$ cat config.mk
export PLATFORM = sky130hd
export DESIGN_NAME = seq_shift_unit
export DESIGN_NICKNAME = d
export VERILOG_FILES = /design/src/rtl/shift_unit_pkg.sv /design/src/rtl/shift_step.sv /design/src/rtl/seq_shift_unit.sv
export SDC_FILE = /design/constraint.sdc
export NUM_CORES = 1
export LEC_CHECK = 0
export ABC_AREA = 1
export BUFFER_PORTS_ARGS = -buffer_cell sky130_fd_sc_hd__buf_2
export CAP_MARGIN = 40
export CORE_MARGIN = 10
export CORE_UTILIZATION = 54
export CTS_CLUSTER_DIAMETER = 50
export DETAILED_ROUTE_END_ITERATION = 6
export GPL_ROUTABILITY_DRIVEN = 0
export PLACE_DENSITY = 0.88
export SYNTH_ARGS = -nofsm -noshare
export SYNTH_HDL_FRONTEND = slang
export SYNTH_SLANG_ARGS = --single-unit
export TNS_END_PERCENT = 30
$ cat constraint.sdc
create_clock -name clk -period 1.5 [get_ports clk]
set_clock_uncertainty 0.1 [all_clocks]
set_input_delay 0.3 -clock clk [delete_from_list [all_inputs] [get_ports clk]]
set_output_delay 0.3 -clock clk [all_outputs]
set_load 0.01 [all_outputs]
$ cat src/rtl/shift_unit_pkg.sv
// Shared definitions for the sequential shifter.
// Op codes and FSM state encoding.
package shift_unit_pkg;

  localparam logic [2:0] OP_LSL = 3'd0;
  localparam logic [2:0] OP_LSR = 3'd1;
  localparam logic [2:0] OP_ASR = 3'd2;
  localparam logic [2:0] OP_ROL = 3'd3;
  localparam logic [2:0] OP_ROR = 3'd4;

  typedef enum logic [1:0] {
    ST_IDLE,
    ST_SHIFT,
    ST_DONE
  } state_t;

endpackage

$ cat src/rtl/shift_step.sv
// Single-bit shift/rotate step.
// Purely combinational; one position per call.
module shift_step
  import shift_unit_pkg::*;
#(
  parameter int WIDTH = 8
) (
  input  logic [WIDTH-1:0] data,
  input  logic [2:0]       op,
  output logic [WIDTH-1:0] data_nxt,
  output logic             carry_nxt
);

  // one-position move and the bit that falls off
  always_comb begin
    data_nxt  = data;
    carry_nxt = 1'b0;
    unique case (1'b1)
      (op == OP_LSL): begin
        data_nxt  = {data[WIDTH-2:0], 1'b0};
        carry_nxt = data[WIDTH-1];
      end
      (op == OP_LSR): begin
        data_nxt  = {1'b0, data[WIDTH-1:1]};
        carry_nxt = data[0];
      end
      (op == OP_ASR): begin
        data_nxt  = {data[WIDTH-1], data[WIDTH-1:1]};
        carry_nxt = data[0];
      end
      (op == OP_ROL): begin
        data_nxt  = {data[WIDTH-2:0], data[WIDTH-1]};
        carry_nxt = data[WIDTH-1];
      end
      (op == OP_ROR): begin
        data_nxt  = {data[0], data[WIDTH-1:1]};
        carry_nxt = data[0];
      end
      default: begin
        data_nxt  = data;
        carry_nxt = 1'b0;
      end
    endcase
  end

endmodule

$ cat src/rtl/seq_shift_unit.sv
// Multi-mode sequential shifter, one bit per clock.
// Request and result both use valid/ready.
module seq_shift_unit
  import shift_unit_pkg::*;
#(
  parameter int WIDTH = 8,
  parameter int AMT_W = $clog2(WIDTH) + 1
) (
  input  logic             clk,
  input  logic             rst,
  input  logic             in_valid,
  output logic             in_ready,
  input  logic [WIDTH-1:0] in_data,
  input  logic [AMT_W-1:0] in_amt,
  input  logic [2:0]       in_op,
  output logic             out_valid,
  input  logic             out_ready,
  output logic [WIDTH-1:0] out_data,
  output logic             out_carry,
  output logic             out_err,
  output logic             busy
);

  state_t           state_q;
  state_t           state_d;
  logic [WIDTH-1:0] data_q;
  logic [AMT_W-1:0] cnt_q;
  logic             carry_q;
  logic             err_q;
  logic [2:0]       op_q;
  logic [WIDTH-1:0] step_data;
  logic             step_carry;
  logic             accept;
  logic             bad_op;

  assign in_ready  = (state_q == ST_IDLE);
  assign out_valid = (state_q == ST_DONE);
  assign busy      = !in_ready;
  assign accept    = in_valid && in_ready;
  assign bad_op    = (in_op > OP_ROR);

  assign out_data  = out_valid ? data_q : '0;
  assign out_carry = out_valid && carry_q;
  assign out_err   = out_valid && err_q;

  shift_step #(
    .WIDTH(WIDTH)
  ) u_step (
    .data     (data_q),
    .op       (op_q),
    .data_nxt (step_data),
    .carry_nxt(step_carry)
  );

  // state register
  always_ff @(posedge clk or posedge rst) begin
    if (rst) state_q <= ST_IDLE;
    else     state_q <= state_d;
  end

  // next-state: nothing to shift skips straight to DONE
  always_comb begin
    state_d = state_q;
    unique case (state_q)
      ST_IDLE: begin
        if (accept) begin
          if (bad_op || in_amt == '0) state_d = ST_DONE;
          else                        state_d = ST_SHIFT;
        end
      end
      ST_SHIFT: begin
        if (cnt_q == AMT_W'(1)) state_d = ST_DONE;
      end
      ST_DONE: begin
        if (out_ready) state_d = ST_IDLE;
      end
      default: state_d = ST_IDLE;
    endcase
  end

  // datapath: capture on accept, step while shifting
  always_ff @(posedge clk or posedge rst) begin
    if (rst) begin
      data_q  <= '0;
      cnt_q   <= '0;
      carry_q <= 1'b0;
      err_q   <= 1'b0;
      op_q    <= '0;
    end else begin
      unique case (state_q)
        ST_IDLE: begin
          if (accept) begin
            data_q  <= in_data;
            op_q    <= in_op;
            cnt_q   <= in_amt;
            carry_q <= 1'b0;
            err_q   <= bad_op;
          end
        end
        ST_SHIFT: begin
          data_q  <= step_data;
          carry_q <= step_carry;
          cnt_q   <= cnt_q - AMT_W'(1);
        end
        default: ;
      endcase
    end
  end

endmodule
==> impl_metrics.json <==
{
  "end_kind": "output pin",
  "relSlewSlack_pct": 70.77,
  "areaGrowthSynthToFinish_pct": 33.70,
  "cp_slowest_cell": "dfrtp_1",
  "cpMostUsedCell": "nor2_4",
  "cts_buffer_depth": 2,
  "hpwl_mm": 3.103,
  "report.final.slew_viol_count": 0,
  "h-tree-depth": 1,
  "cp_max_fo": 8,
  "drc": 0,
  "cpPeakStageDelay_ns": 0.44,
  "hold_viol_final": 0,
  "core_mm2": 0.002522,
  "final_core_util_pct": 77.53,
  "yosysSeqAreaShare_pct": 32.51,
  "violations": "setup timing",
  "cts_inserted_buffers": 3,
  "worstMarginPinSlew_ns": 0.4338,
  "grt_pass1_vias": 1713,
  "dpl_worst_slack_ns": 0.07703,
  "avgViaCountPerCell": 6.379,
  "wl_per_cell_um": 18.92,
  "die_h_um": 72.05,
  "antenna_found_initial": 0,
  "clock_sinks": 19,
  "num_antenna_cells": 0,
  "drtPass1Iterations": 6,
  "setup_viol": 18,
  "p_total_mw": 4.979,
  "die-area_mm2": 0.005190,
  "ir_drop_uv": 1925,
  "worst_setup_path_start_kind": "register",
  "fillerInstances": 160,
  "rsz0062_at_grt": "yes",
  "leakage_nw": 0.9775,
  "synthCells": 212,
  "initial_core_util_pct": 57.99,
  "path_clk_slew_ns": 0.12,
  "powerDensity_mw_per_mm2": 2546,
  "grt_overflow": 0,
  "grtUsageTotal_pct": 17.58,
  "crit_family": "flip-flops",
  "finalWirelength_mm": 5.486,
  "num_io_pins": 32,
  "arrival_ns": 1.33,
  "port-buffer-count": 31,
  "ys_types": 29,
  "grt_max_degree": 20,
  "cts_tree": "done",
  "cts_root_buffer": "clkbuf_4",
  "via_count": 1850,
  "layout.nets": 282,
  "fin_crit_sh_pct": 115.1,
  "dieWidth_um": 72.05,
  "antenna_left": 0,
  "period_needed_ns": 1.727,
  "syn_nets": 233,
  "drt_iter0_drc": 236,
  "syn_area_mm2": 0.001463,
  "max_freq_mhz": 579.0,
  "yosysWarnings": 0,
  "grt_pass1_wl_mm": 7.665,
  "clock_latency_ns": 0.31,
  "crit_chain": "nor2_4 -> inv_2 -> buf_12 -> nor2_4 -> buf_6",
  "setup_ws_ns": -0.2271,
  "drive_gt1_share_pct": 35.00,
  "hp-class": "in -> reg",
  "synth_seq_cells": 19,
  "outcome": "complete, but fails checks",
  "path_class": "reg -> out",
  "drv_cap": 0,
  "path_buf_inv": 3,
  "syn_avg_cell_area_um2": 6.899,
  "rows": 18,
  "worstPathRequired_ns": 1.10
}
==> sequential cells by signal, indices dropped and copies added, names as in the netlist <==
signal,flops
cnt_q,4
op_q,3
data_q,8
carry_q,1
state_q,2
err_q,1
==> cells in the mapped netlist (all sizes together) <==
master | number | share of area (%)
a21oi | 22 | 8.3
nand4 | 15 | 6.4
nand3 | 20 | 7.7
dfrtp | 19 | 33
a31oi | 1 | 0.43
ha | 2 | 1.7
inv | 26 | 6.8
a211oi | 1 | 0.51
o22ai | 1 | 0.43
o31ai | 1 | 0.51
clkbuf | 1 | 0.26
buf | 7 | 3.3
o211ai | 1 | 0.51
xor2 | 1 | 0.60
nand2 | 41 | 12
nor2 | 37 | 12
o21ai | 16 | 6.2
==> final cells by class <==
type | count | area (um^2) | share of cell area [%]
multi-input cells | 159 | 925.9 | 47.34
flip-flops and latches | 19 | 478.0 | 24.44
repair buffers | 52 | 379.1 | 19.39
inverters | 26 | 107.6 | 5.502
well taps | 30 | 37.54 | 1.919
clock buffers | 3 | 22.52 | 1.152
clock inverters | 1 | 5.005 | 0.2559
==> layer usage <==
layer / up-vias / wire (um) / track usage, %
met3: 38 / 594 / 3.401
met5: - / 0 / 0
li1: 806 / - / -
met2: 173 / 2588 / 29.12
met4: 0 / 245 / 7.527
met1: 833 / 2058 / 21.57
==> final timing paths <==
path | start | end | slack [ns] | cells past startpoint
min in group asynchronous | rst | data_q[2]$_DFFE_PP0P_ | 0.44 | 4
max in group asynchronous | rst | op_q[0]$_DFFE_PP0P_ | 0.63 | 4
worst min-delay path | in_op[0] | op_q[0]$_DFFE_PP0P_ | 0.10 | 3
worst max-delay path | state_q[0]$_DFFE_PP0P_ | out_data[3] | -0.23 | 5
worst min register to register | carry_q$_DFFE_PP0P_ | carry_q$_DFFE_PP0P_ | 0.42 | 2
worst max register to register | state_q[0]$_DFFE_PP0P_ | data_q[7]$_DFFE_PP0P_ | -0.09 | 9
==> metrics by stage <==
stage / area [um^2] / hold slack (ns) / std cells / setup TNS [ns]
final: 1956 / 0.1021 / 290 / -2.601
after global routing: 1956 / 0.1029 / 290 / -4.077
after CTS: 1800 / 0.1181 / 289 / -1.661
after detailed placement: 1708 / 0.2372 / 279 / 0
after global placement: 1708 / 0.2275 / 279 / 0
after floorplan: 1463 / 0.1511 / 212 / -0.04967
==> timing repair <==
action                                  CTS  global route
hold buffers                              1             0
resized for setup                         8            38
buffers inserted                          5             1
endpoints found under the hold margin    19             0
endpoints found under the setup margin   11            31
pin swaps                                 1             2
==> power breakdown <==
group	internal [mW]	switching [mW]
clock network	0.0999	0.184
registers	0.778	0.329
logic	1.37	2.22
==> worst register-to-register path, cell delays in order (launching register included) <==
cell and delay [ns]:
dfrtp_1 0.44, buf_4 0.18, inv_2 0.07, nand2_4 0.08
nor2_2 0.21, nor2_4 0.10, o31ai_1 0.11, nor2_1 0.07
nand2_1 0.08, nand2_1 0.06
==> kinds of logic (layout without fill, tap and decap cells) <==
logic type,count (synthesis),count (layout),synth area share [%]
adder cells (fa/ha/maj),2,2,1.711
AO/OA/AOI/OAI,43,43,16.94
buffers and inverters,34,82,10.44
XOR/XNOR,1,1,0.5989
AND/OR/NAND/NOR,113,113,37.81
flip-flops,19,19,32.51
==> cell usage in the layout, fill, tap and decap left out, types with 2 or more instances in the layout <==
cell	count
nand2_2	2
o21ai_0	9
nand2_1	36
dfrtp_1	17
a21oi_1	18
nor2_1	24
nand4_1	15
dfrtp_2	2
buf_4	17
ha_1	2
buf_6	9
o21ai_1	6
clkbuf_4	3
inv_1	17
inv_4	4
nor2_4	11
buf_2	24
nand2_4	3
inv_2	5
nand3_1	18
a21oi_2	3
(Power assumes the default switching activity.)
